--- src/rtl/hazard_ctrl_pkg.sv ---
// Shared core definitions: hazard FSM states, the hard-wired zero register
// and the load-use hazard detect function.
package core_pkg;

   typedef enum logic [1:0] {
      RUN      = 2'd0,
      LU_STALL = 2'd1,
      MEM_WAIT = 2'd2
   } hz_state_e;

   localparam logic [4:0] REG_ZERO = 5'd0;

   // A load targeting x0 never forwards anything, so it cannot create a hazard.
   function automatic logic is_load_use(input logic       mem_read,
                                        input logic [4:0] rd,
                                        input logic [4:0] rs1,
                                        input logic [4:0] rs2);
      return mem_read & (rd != REG_ZERO) & ((rd == rs1) | (rd == rs2));
   endfunction

endpackage

--- src/rtl/hazard_ctrl_if.sv ---
// Pipeline-facing signal bundle of the hazard scheduler; master drives the
// stage information, slave (the scheduler) returns stall/flush controls.
interface hazard_ctrl_if #(
   parameter int CNT_W = 16
) ();
   logic [4:0]       id_rs1;
   logic [4:0]       id_rs2;
   logic [4:0]       ex_rd;
   logic             ex_mem_read;
   logic             ex_br_taken;
   logic             mem_req;
   logic             mem_ack;
   logic             ctrl_stall;
   logic             pc_hold;
   logic             if_id_hold;
   logic             if_id_flush;
   logic             id_ex_hold;
   logic             ex_mem_hold;
   logic [CNT_W-1:0] stall_cnt;
   logic [CNT_W-1:0] flush_cnt;
   logic             mem_timeout;

   modport master (
      output id_rs1, id_rs2, ex_rd, ex_mem_read, ex_br_taken, mem_req, mem_ack,
      input  ctrl_stall, pc_hold, if_id_hold, if_id_flush, id_ex_hold, ex_mem_hold,
      input  stall_cnt, flush_cnt, mem_timeout
   );

   modport slave (
      input  id_rs1, id_rs2, ex_rd, ex_mem_read, ex_br_taken, mem_req, mem_ack,
      output ctrl_stall, pc_hold, if_id_hold, if_id_flush, id_ex_hold, ex_mem_hold,
      output stall_cnt, flush_cnt, mem_timeout
   );
endinterface

--- src/rtl/hazard_ctrl_sat_cnt.sv ---
// Saturating up-counter with synchronous clear; sticks at all-ones.
module sat_cnt #(
   parameter int W = 16
) (
   input  logic         clk,
   input  logic         rst,
   input  logic         inc_i,
   input  logic         clr_i,
   output logic [W-1:0] cnt_o
);
   logic [W-1:0] cnt_q;
   logic [W-1:0] cnt_d;

   // Next count: clear wins, otherwise increment until saturated.
   always_comb begin
      cnt_d = cnt_q;
      if (clr_i) begin
         cnt_d = {W{1'b0}};
      end else if (inc_i && (cnt_q != {W{1'b1}})) begin
         cnt_d = cnt_q + {{(W-1){1'b0}}, 1'b1};
      end else begin
         cnt_d = cnt_q;
      end
   end

   // Count register.
   always_ff @(posedge clk or negedge rst) begin
      if (!rst) begin
         cnt_q <= {W{1'b0}};
      end else begin
         cnt_q <= cnt_d;
      end
   end

   assign cnt_o = cnt_q;
endmodule

--- src/rtl/hazard_ctrl.sv ---
// Hazard/stall scheduler: same-cycle stall, hold and flush controls for the
// 5-stage pipeline, with perf counters and a sticky memory-timeout flag.
module hazard_ctrl
   import core_pkg::*;
#(
   parameter int LU_BUBBLES = 1,
   parameter int MEM_TMO    = 255,
   parameter int CNT_W      = 16
) (
   input logic           clk,
   input logic           rst,
   hazard_ctrl_if.slave  bus
);
   hz_state_e        state_q, state_d;
   logic [1:0]       lu_cnt_q, lu_cnt_d;
   logic [CNT_W-1:0] tmo_cnt_q, tmo_cnt_d;
   logic             mem_timeout_q, mem_timeout_d;

   logic hazard_s;
   logic memwait_s;
   logic ctrl_stall_s, pc_hold_s, if_id_hold_s, if_id_flush_s, id_ex_hold_s, ex_mem_hold_s;

   assign hazard_s  = is_load_use(bus.ex_mem_read, bus.ex_rd, bus.id_rs1, bus.id_rs2);
   assign memwait_s = bus.mem_req & ~bus.mem_ack;

   // Next-state and Mealy controls; memory wait outranks branch, branch outranks load-use.
   always_comb begin
      state_d       = state_q;
      lu_cnt_d      = lu_cnt_q;
      ctrl_stall_s  = 1'b0;
      pc_hold_s     = 1'b0;
      if_id_hold_s  = 1'b0;
      if_id_flush_s = 1'b0;
      id_ex_hold_s  = 1'b0;
      ex_mem_hold_s = 1'b0;
      if (memwait_s) begin
         pc_hold_s     = 1'b1;
         if_id_hold_s  = 1'b1;
         id_ex_hold_s  = 1'b1;
         ex_mem_hold_s = 1'b1;
         if (state_q == RUN) begin
            state_d = MEM_WAIT;
         end else begin
            state_d = state_q;
         end
      end else begin
         case (state_q)
            MEM_WAIT: begin
               // Release cycle: every hold drops so the frozen stages advance together.
               state_d = RUN;
               if (bus.ex_br_taken) begin
                  if_id_flush_s = 1'b1;
                  ctrl_stall_s  = 1'b1;
               end else begin
                  if_id_flush_s = 1'b0;
               end
            end
            LU_STALL: begin
               if (bus.ex_br_taken) begin
                  if_id_flush_s = 1'b1;
                  ctrl_stall_s  = 1'b1;
                  state_d       = RUN;
                  lu_cnt_d      = 2'd0;
               end else begin
                  pc_hold_s    = 1'b1;
                  if_id_hold_s = 1'b1;
                  ctrl_stall_s = 1'b1;
                  lu_cnt_d     = lu_cnt_q - 2'd1;
                  if (lu_cnt_q == 2'd1) begin
                     state_d = RUN;
                  end else begin
                     state_d = LU_STALL;
                  end
               end
            end
            default: begin
               if (bus.ex_br_taken) begin
                  if_id_flush_s = 1'b1;
                  ctrl_stall_s  = 1'b1;
               end else if (hazard_s) begin
                  pc_hold_s    = 1'b1;
                  if_id_hold_s = 1'b1;
                  ctrl_stall_s = 1'b1;
                  if (LU_BUBBLES > 1) begin
                     state_d  = LU_STALL;
                     lu_cnt_d = 2'(LU_BUBBLES - 1);
                  end else begin
                     state_d = RUN;
                  end
               end else begin
                  state_d = RUN;
               end
            end
         endcase
      end
   end

   // Timeout tracking: counts consecutive wait cycles, flag is sticky until reset.
   always_comb begin
      tmo_cnt_d     = {CNT_W{1'b0}};
      mem_timeout_d = mem_timeout_q;
      if (memwait_s) begin
         if (tmo_cnt_q != {CNT_W{1'b1}}) begin
            tmo_cnt_d = tmo_cnt_q + {{(CNT_W-1){1'b0}}, 1'b1};
         end else begin
            tmo_cnt_d = tmo_cnt_q;
         end
         if (tmo_cnt_d == CNT_W'(MEM_TMO)) begin
            mem_timeout_d = 1'b1;
         end else begin
            mem_timeout_d = mem_timeout_q;
         end
      end else begin
         tmo_cnt_d = {CNT_W{1'b0}};
      end
   end

   // State, bubble and timeout registers.
   always_ff @(posedge clk or negedge rst) begin
      if (!rst) begin
         state_q       <= RUN;
         lu_cnt_q      <= 2'd0;
         tmo_cnt_q     <= {CNT_W{1'b0}};
         mem_timeout_q <= 1'b0;
      end else begin
         state_q       <= state_d;
         lu_cnt_q      <= lu_cnt_d;
         tmo_cnt_q     <= tmo_cnt_d;
         mem_timeout_q <= mem_timeout_d;
      end
   end

   assign bus.ctrl_stall  = rst & ctrl_stall_s;
   assign bus.pc_hold     = rst & pc_hold_s;
   assign bus.if_id_hold  = rst & if_id_hold_s;
   assign bus.if_id_flush = rst & if_id_flush_s;
   assign bus.id_ex_hold  = rst & id_ex_hold_s;
   assign bus.ex_mem_hold = rst & ex_mem_hold_s;
   assign bus.mem_timeout = mem_timeout_q;

   sat_cnt #(.W(CNT_W)) u_stall_cnt (
      .clk   (clk),
      .rst   (rst),
      .inc_i (bus.pc_hold),
      .clr_i (1'b0),
      .cnt_o (bus.stall_cnt)
   );

   sat_cnt #(.W(CNT_W)) u_flush_cnt (
      .clk   (clk),
      .rst   (rst),
      .inc_i (bus.if_id_flush),
      .clr_i (1'b0),
      .cnt_o (bus.flush_cnt)
   );
endmodule

--- src/flat_wrapper.sv ---
// flat-port wrapper written by rule: the top's interface ports become plain ports
module hazard_ctrl_flat import core_pkg::*;
#(
   parameter int LU_BUBBLES = 1,
   parameter int MEM_TMO    = 255,
   parameter int CNT_W      = 16
)
  (clk, rst, bus_id_rs1, bus_id_rs2, bus_ex_rd, bus_ex_mem_read, bus_ex_br_taken, bus_mem_req, bus_mem_ack, bus_ctrl_stall, bus_pc_hold, bus_if_id_hold, bus_if_id_flush, bus_id_ex_hold, bus_ex_mem_hold, bus_stall_cnt, bus_flush_cnt, bus_mem_timeout);
  hazard_ctrl_if #(.CNT_W(CNT_W)) bus_i ();
  input logic clk;
  input logic rst;
  input wire logic [$bits(bus_i.id_rs1)-1:0] bus_id_rs1;
  input wire logic [$bits(bus_i.id_rs2)-1:0] bus_id_rs2;
  input wire logic [$bits(bus_i.ex_rd)-1:0] bus_ex_rd;
  input wire logic [$bits(bus_i.ex_mem_read)-1:0] bus_ex_mem_read;
  input wire logic [$bits(bus_i.ex_br_taken)-1:0] bus_ex_br_taken;
  input wire logic [$bits(bus_i.mem_req)-1:0] bus_mem_req;
  input wire logic [$bits(bus_i.mem_ack)-1:0] bus_mem_ack;
  output wire logic [$bits(bus_i.ctrl_stall)-1:0] bus_ctrl_stall;
  output wire logic [$bits(bus_i.pc_hold)-1:0] bus_pc_hold;
  output wire logic [$bits(bus_i.if_id_hold)-1:0] bus_if_id_hold;
  output wire logic [$bits(bus_i.if_id_flush)-1:0] bus_if_id_flush;
  output wire logic [$bits(bus_i.id_ex_hold)-1:0] bus_id_ex_hold;
  output wire logic [$bits(bus_i.ex_mem_hold)-1:0] bus_ex_mem_hold;
  output wire logic [$bits(bus_i.stall_cnt)-1:0] bus_stall_cnt;
  output wire logic [$bits(bus_i.flush_cnt)-1:0] bus_flush_cnt;
  output wire logic [$bits(bus_i.mem_timeout)-1:0] bus_mem_timeout;
  assign bus_i.id_rs1 = bus_id_rs1;
  assign bus_i.id_rs2 = bus_id_rs2;
  assign bus_i.ex_rd = bus_ex_rd;
  assign bus_i.ex_mem_read = bus_ex_mem_read;
  assign bus_i.ex_br_taken = bus_ex_br_taken;
  assign bus_i.mem_req = bus_mem_req;
  assign bus_i.mem_ack = bus_mem_ack;
  assign bus_ctrl_stall = bus_i.ctrl_stall;
  assign bus_pc_hold = bus_i.pc_hold;
  assign bus_if_id_hold = bus_i.if_id_hold;
  assign bus_if_id_flush = bus_i.if_id_flush;
  assign bus_id_ex_hold = bus_i.id_ex_hold;
  assign bus_ex_mem_hold = bus_i.ex_mem_hold;
  assign bus_stall_cnt = bus_i.stall_cnt;
  assign bus_flush_cnt = bus_i.flush_cnt;
  assign bus_mem_timeout = bus_i.mem_timeout;
  hazard_ctrl #(.LU_BUBBLES(LU_BUBBLES), .MEM_TMO(MEM_TMO), .CNT_W(CNT_W)) u_core (.clk(clk), .rst(rst), .bus(bus_i));
endmodule
--- config.mk ---
export PLATFORM = sky130hd
export DESIGN_NAME = hazard_ctrl_flat
export DESIGN_NICKNAME = d
export VERILOG_FILES = /design/src/rtl/hazard_ctrl_pkg.sv /design/src/rtl/hazard_ctrl_if.sv /design/src/rtl/hazard_ctrl_sat_cnt.sv /design/src/rtl/hazard_ctrl.sv /design/src/flat_wrapper.sv
export SDC_FILE = /design/constraint.sdc
export NUM_CORES = 1
export LEC_CHECK = 0
export ABC_CLOCK_PERIOD_IN_PS = 5600
export CORE_UTILIZATION = 52
export CTS_CLUSTER_DIAMETER = 40
export DETAILED_ROUTE_END_ITERATION = 8
export PLACE_DENSITY = 0.8
export SETUP_SLACK_MARGIN = 0.02
export SLEW_MARGIN = 20
export SYNTH_ARGS = -nofsm -noshare
export SYNTH_HDL_FRONTEND = slang
export SYNTH_SLANG_ARGS = --single-unit
--- constraint.sdc ---
create_clock -name clk -period 5.6 [get_ports clk]
set_clock_uncertainty 0.2 [all_clocks]
set_input_delay 1.12 -clock clk [delete_from_list [all_inputs] [get_ports clk]]
set_output_delay 1.12 -clock clk [all_outputs]
set_load 0.02 [all_outputs]
; ---- Word level (Yosys, flattened, before mapping)
; Index checks and enable logic that the tools add are counted.
; Widths: inputs -> output; s select.
[op_classes]
addsub = 4
n_eq_ne = 11
mux = 21
bitwise_logic = 10
n_reduce_logical = 7
[op_table]
columns = operator, n
row1 = $add 16x1->16 const B, 3
row2 = $mux 16, 3
row3 = $ne 16x16->1 const B, 3
row4 = $eq 16x8->1 const B, 1
row5 = $eq 5x5->1, 2
row6 = $mux 1, 10
row7 = $mux 2, 5
row8 = $and 1x1->1, 7
row9 = $reduce_and 2->1, 3
row10 = $reduce_bool 5->1, 1
row11 = $eq 2x1->1 const B, 2
row12 = $ne 4x1->1 const B, 1
row13 = $pmux 1 s2, 2
row14 = $pmux 2 s2, 1
row15 = $eq 2x2->1 const B, 1
row16 = $logic_and 1x1->1, 2
row17 = $logic_not 2->1, 1
row18 = $ne 2x2->1 const B, 1
row19 = $not 1->1, 2
row20 = $sub 2x1->2 const B, 1
row21 = $or 1x1->1, 1
[totals]
reg_bits = 53
input_bits = 21
output_inout_bits = 39
word_cells = 59

; ---- Longest topological paths before layout
[logic_depth]
depth_word = 9
mapped_depth = 9
depth_no_buf = 8

; ---- Hierarchy
; Synthesis repeated with hierarchy kept, for this count alone.
[unflattened]
hier_cells = 359
hier_area_um2 = 3362.0
[modules_own_cells]
columns = mod, instances, cells_per_inst, area_each_um2, seq_area_each_um2
row1 = sat_cnt, 2, 98, 942.2, 400.4
row2 = hazard_ctrl, 1, 163, 1477.7, 525.5

; ---- Worst setup path before layout
; OpenSTA, ideal clock, no wires.
[synth_timing]
path_kind = input port to output port
from = in bus_ex_rd[3]
to = out bus_pc_hold
arrival_time_ps = 2564
slack_ps = 1716
stages = 7
n_path_buf = 1
cell_sequence = xor2_1 nor3_1 a22oi_1 nor2_1 a21oi_1 o21ai_0 buf_4
[synth_between]
elab_chain_cells = 8
[synth_lines]
columns = item, line_no
row1 = start: declaration, flat_wrapper.sv:14  ; input wire logic [$bits(bus_i.ex_rd)-1:0] bus_ex_rd;
row2 = $eq 5x5->1 / $reduce_bool 5->1 (equally long branches), hazard_ctrl_pkg.sv:18  ; return mem_read & (rd != REG_ZERO) & ((rd == rs1) | (rd == rs2));
row3 = $or 1x1->1 / $and 1x1->1 (equally long branches), hazard_ctrl_pkg.sv:18
row4 = $and 1x1->1 (*), hazard_ctrl_pkg.sv:18
row5 = $mux 1 (*) (2 in a row), n/a
row6 = $pmux 1 s2 (*), n/a
row7 = $mux 1 (*), n/a
row8 = $and 1x1->1 (*), n/a
row9 = end: declaration, flat_wrapper.sv:20  ; output wire logic [$bits(bus_i.pc_hold)-1:0] bus_pc_hold;
; Mark *: on every way between the ends. The rest lies on a longest branch, timed or not.

; ---- Final worst setup path
[layout_timing]
from = in bus_ex_rd[3]
to = out bus_if_id_hold
[layout_between]
elab_chain_cells = 8
[layout_lines]
columns = item, line_no
row1 = $eq 5x5->1 / $reduce_bool 5->1 (equally long branches), hazard_ctrl_pkg.sv:18
row2 = $or 1x1->1 / $and 1x1->1 (equally long branches), hazard_ctrl_pkg.sv:18
row3 = $and 1x1->1 (*), hazard_ctrl_pkg.sv:18
row4 = $mux 1 (*), hazard_ctrl.sv:80  ; end else if (hazard_s) begin
row5 = $mux 1 (*), hazard_ctrl.sv:77  ; if (bus.ex_br_taken) begin
row6 = $pmux 1 s2 (*), hazard_ctrl.sv:47  ; case (state_q)
row7 = $mux 1 (*), hazard_ctrl.sv:36  ; if (memwait_s) begin
row8 = $and 1x1->1 (*), hazard_ctrl.sv:135  ; assign bus.if_id_hold = rst & if_id_hold_s;
row9 = end: declaration, flat_wrapper.sv:21  ; output wire logic [$bits(bus_i.if_id_hold)-1:0] bus_if_id_hold;
; Marked as above.

==> qor.csv <==
stage,metric,value,unit
status,status,"complete, no violations",
clocking,# clock sinks,53,
clocking,Hold Buf Count CTS,0,
timing,Fin Setup TNS,0,ps
timing,Rel. slew slack,0.676,
power,Power Total,0.977,mW
power,static leakage,1.54,nW
logic_synthesis,yosys warns,0,
clocking,CTS resizes,0,
floorplanning,I/O pin total,60,
global_route,first-pass GRT wire length,10500,um
place,port buffer count,59,
logic_synthesis,Synth Net Count,317,
floorplanning,Chip Width,76.7,um
timing,Final Hold Vio Count,0,
timing,actual slew at the worst max-slew pin,486,ps
logic_synthesis,"Seq/Total Area, Yosys",0.457,
clocking,H-tree depth,2,
logic_synthesis,Syn Inst Count,289,
layout,Layout Nets,379,
layout,Area Growth Syn to Fin,25.9,%
floorplanning,Initial Utilization,0.554,
worst_setup_path,"Slowest-stage cell, CP",clkdlybuf4s50_1,
global_route,initial antenna violation count,0,
floorplanning,chip height,76.7,um
logic_synthesis,dominant synthesized flop cell,dfrtp_1,
detailed_routing,WL per Instance,14.0,um
flow_run,max_cap viols,0,
worst_setup_path,Critical Path Fanout Max,3,
timing,Final Cycle Share,0.826,
worst_setup_path,crit-path most repeated cell,clkdlybuf4s50_1,
detailed_routing,WL final,5890,um
detailed_routing,Iteration-0 DRC Markers,90,
worst_setup_path,Critical Path Start Type,primary input,
layout,layout cell share with drive strength beyond 1,0.0684,
power,Peak supply drop,0.256,mV
logic_synthesis,Seq cells post-synth,53,
global_route,vias in the first global route,2317,
floorplanning,DIE AREA,5890,sq um
clocking,TritonCTS Buffers,5,
power,power density over cell area,267,nW/um^2
clocking,Max clock buf depth,2,
timing,Period minus WS final,4620,ps
timing,max-slew violation count,0,
logic_synthesis,Syn Area/Cell,10.0,sq um
detailed_routing,ANT nets after route,0,
global_route,aggregate global-route resource usage,0.220,
place,Post-Place Cell Area,3550,sq um
global_route,largest net degree at the start of global routing,25,
timing,final setup violation count,0,
timing,RSZ-0062 raised after global routing,no,
logic_synthesis,Post-synth ARST share,1.00,
clocking,worst skew pair latency,300,ps
detailed_routing,First-pass DRT Iterations,4,
worst_setup_path,Crit Path Class,in -> out,
logic_synthesis,area of the mapped netlist,2900,sq um
floorplanning,FP Rows,26,
clocking,CTS tree,yes,
clocking,clock-pin slew on the worst setup and hold paths,90,ps
layout,Diodes inserted,0,
worst_setup_path,ordered list of cells on the worst path,"clkdlybuf4s50_1, xor2_1, nor3_1, a22oi_1, nor2_1, a21oi_1, o21ai_0, clkdlybuf4s50_1",
global_route,GRT overflow,0,
hold_path,HP Class,reg -> reg,
worst_setup_path,"setup slack, reg-to-reg",3140,ps
logic_synthesis,Cell variety after synth,52,
worst_setup_path,CP Data Required Time,4280,ps
clocking,root buffer cell,clkbuf_8,
floorplanning,core area,5240,sq um
worst_setup_path,crit path capture type,primary output,
logic_synthesis,Post-synth EDFFs,0,
timing,Max Clk Rate,216,MHz
worst_setup_path,largest stage delay on the critical path,680,ps
detailed_routing,residual DRC count,0,
detailed_routing,drt via density,5.56,
place,HPWL after detailed placement,4480,um
layout,Final Cell Area,3660,sq um
place,Final GP Congestion,0.829,
detailed_routing,via count,2341,
clocking,post-CTS setup buffer count,0,
worst_setup_path,crit path DAT,3300,ps
==> registers in the layout, indices dropped and copies added, names as in the netlist <==
signal                    count
u_core.tmo_cnt_q             16
u_core.bus.mem_timeout        1
u_core.state_q                2
u_core.u_stall_cnt.cnt_o     16
u_core.lu_cnt_q               2
u_core.u_flush_cnt.cnt_o     16
==> cells in the mapped netlist (all sizes together), types with 2 or more instances <==
library cell | n | share of area
nor2 | 31 | 0.041
nand2 | 33 | 0.043
and2 | 2 | 0.0043
or2 | 2 | 0.0043
o21ai | 7 | 0.016
and3 | 2 | 0.0043
and4 | 2 | 0.0069
a31oi | 2 | 0.0043
buf | 6 | 0.015
nand3 | 14 | 0.024
mux2i | 7 | 0.024
or3 | 2 | 0.0043
dfrtp | 53 | 0.46
a41oi | 2 | 0.0060
nor3 | 10 | 0.023
nor4 | 3 | 0.012
nand4 | 22 | 0.060
ha | 7 | 0.030
mux2 | 2 | 0.0078
nand2b | 5 | 0.011
xnor2 | 28 | 0.084
a21oi | 5 | 0.0086
inv | 8 | 0.010
xor2 | 18 | 0.054
a211oi | 2 | 0.0052
a21o | 2 | 0.0052
==> stage by stage <==
stage / hold slack, ps / util / instances / worst slack, ps
2_1_floorplan: 250 / - / 289 / 1720
3_3_place_gp: 249 / 0.678 / 414 / 1080
3_5_place_dp: 247 / 0.678 / 414 / 978
4_1_cts: 269 / 0.698 / 421 / 973
5_1_grt: 297 / 0.698 / 421 / 780
6_report: 266 / 0.698 / 421 / 975
==> power breakdown <==
group / switching (mW) / internal [mW] / total, mW
Sequential: 0.0587 / 0.423 / 0.481
Clock: 0.122 / 0.130 / 0.252
Combinational: 0.121 / 0.122 / 0.243
Total: 0.302 / 0.675 / 0.977
==> critical path, delay by kind of cell <==
kind / cells / cell delay, ps
AOI/OAI and AO/OA: 3 / 490
buffers and inverters: 2 / 1140
xor gates and xnor gates: 1 / 180
and+or+nand+nor: 2 / 360
==> final cells by class <==
cell class / instances / area, sq um
fill: 400 / 1580
tap: 70 / 87.6
clock buffer: 5 / 68.8
sequential: 53 / 1330
multi-input combinational: 221 / 1500
timing repair buffer: 62 / 608
clock inverter: 2 / 35.0
inverter: 8 / 30.0
==> worst paths after layout <==
check | startpoint | to | cells past startpoint
min | u_core.bus.mem_timeout | u_core.bus.mem_timeout | 2
min in group asynchronous | rst | u_core.u_flush_cnt.cnt_o[10] | 1
max reg2reg | u_core.state_q[1] | u_core.u_stall_cnt.cnt_o[7] | 8
max | bus_ex_rd[3] | bus_if_id_hold | 8
max in group asynchronous | rst | u_core.u_flush_cnt.cnt_o[0] | 2
min reg2reg | u_core.bus.mem_timeout | u_core.bus.mem_timeout | 2
==> routing by layer <==
metal / GRT usage / vias to the layer above / routed length [um]
li1: - / 1132 / -
met1: 0.304 / 1153 / 2760
met2: 0.347 / 50 / 2830
met3: 0.0381 / 6 / 232
met4: 0.0788 / 0 / 58
met5: 0 / - / 0
==> kinds of logic after synthesis <==
family	Yosys count	synth area share
buf+inv	15	0.0263
fa+ha+maj	7	0.0302
xor+xnor	46	0.139
compound gates	28	0.0720
simple gates	131	0.244
mux	9	0.0319
flops	53	0.457
==> cells in the final DEF (no fill, tap or decap), types with 2 or more instances in the layout <==
cell type and instances:
clkdlybuf4s50_1 58, and2_1 2, dfrtp_1 53, nand2_1 33, xor2_1 18, a31oi_1 2, nand4_4 2, and3_1 2
a21oi_1 5, inv_1 8, nor4_1 2, nand4_1 19, ha_1 7, clkbuf_8 5, a21o_1 2, xnor2_1 28
buf_4 3, a211oi_1 2, mux2i_1 7, nor3_1 8, or3_1 2, nand2b_1 5, nor2_1 30, o21ai_0 5
nand3_1 14, a41oi_1 2
Note: power is estimated with default switching activity, not from simulation.
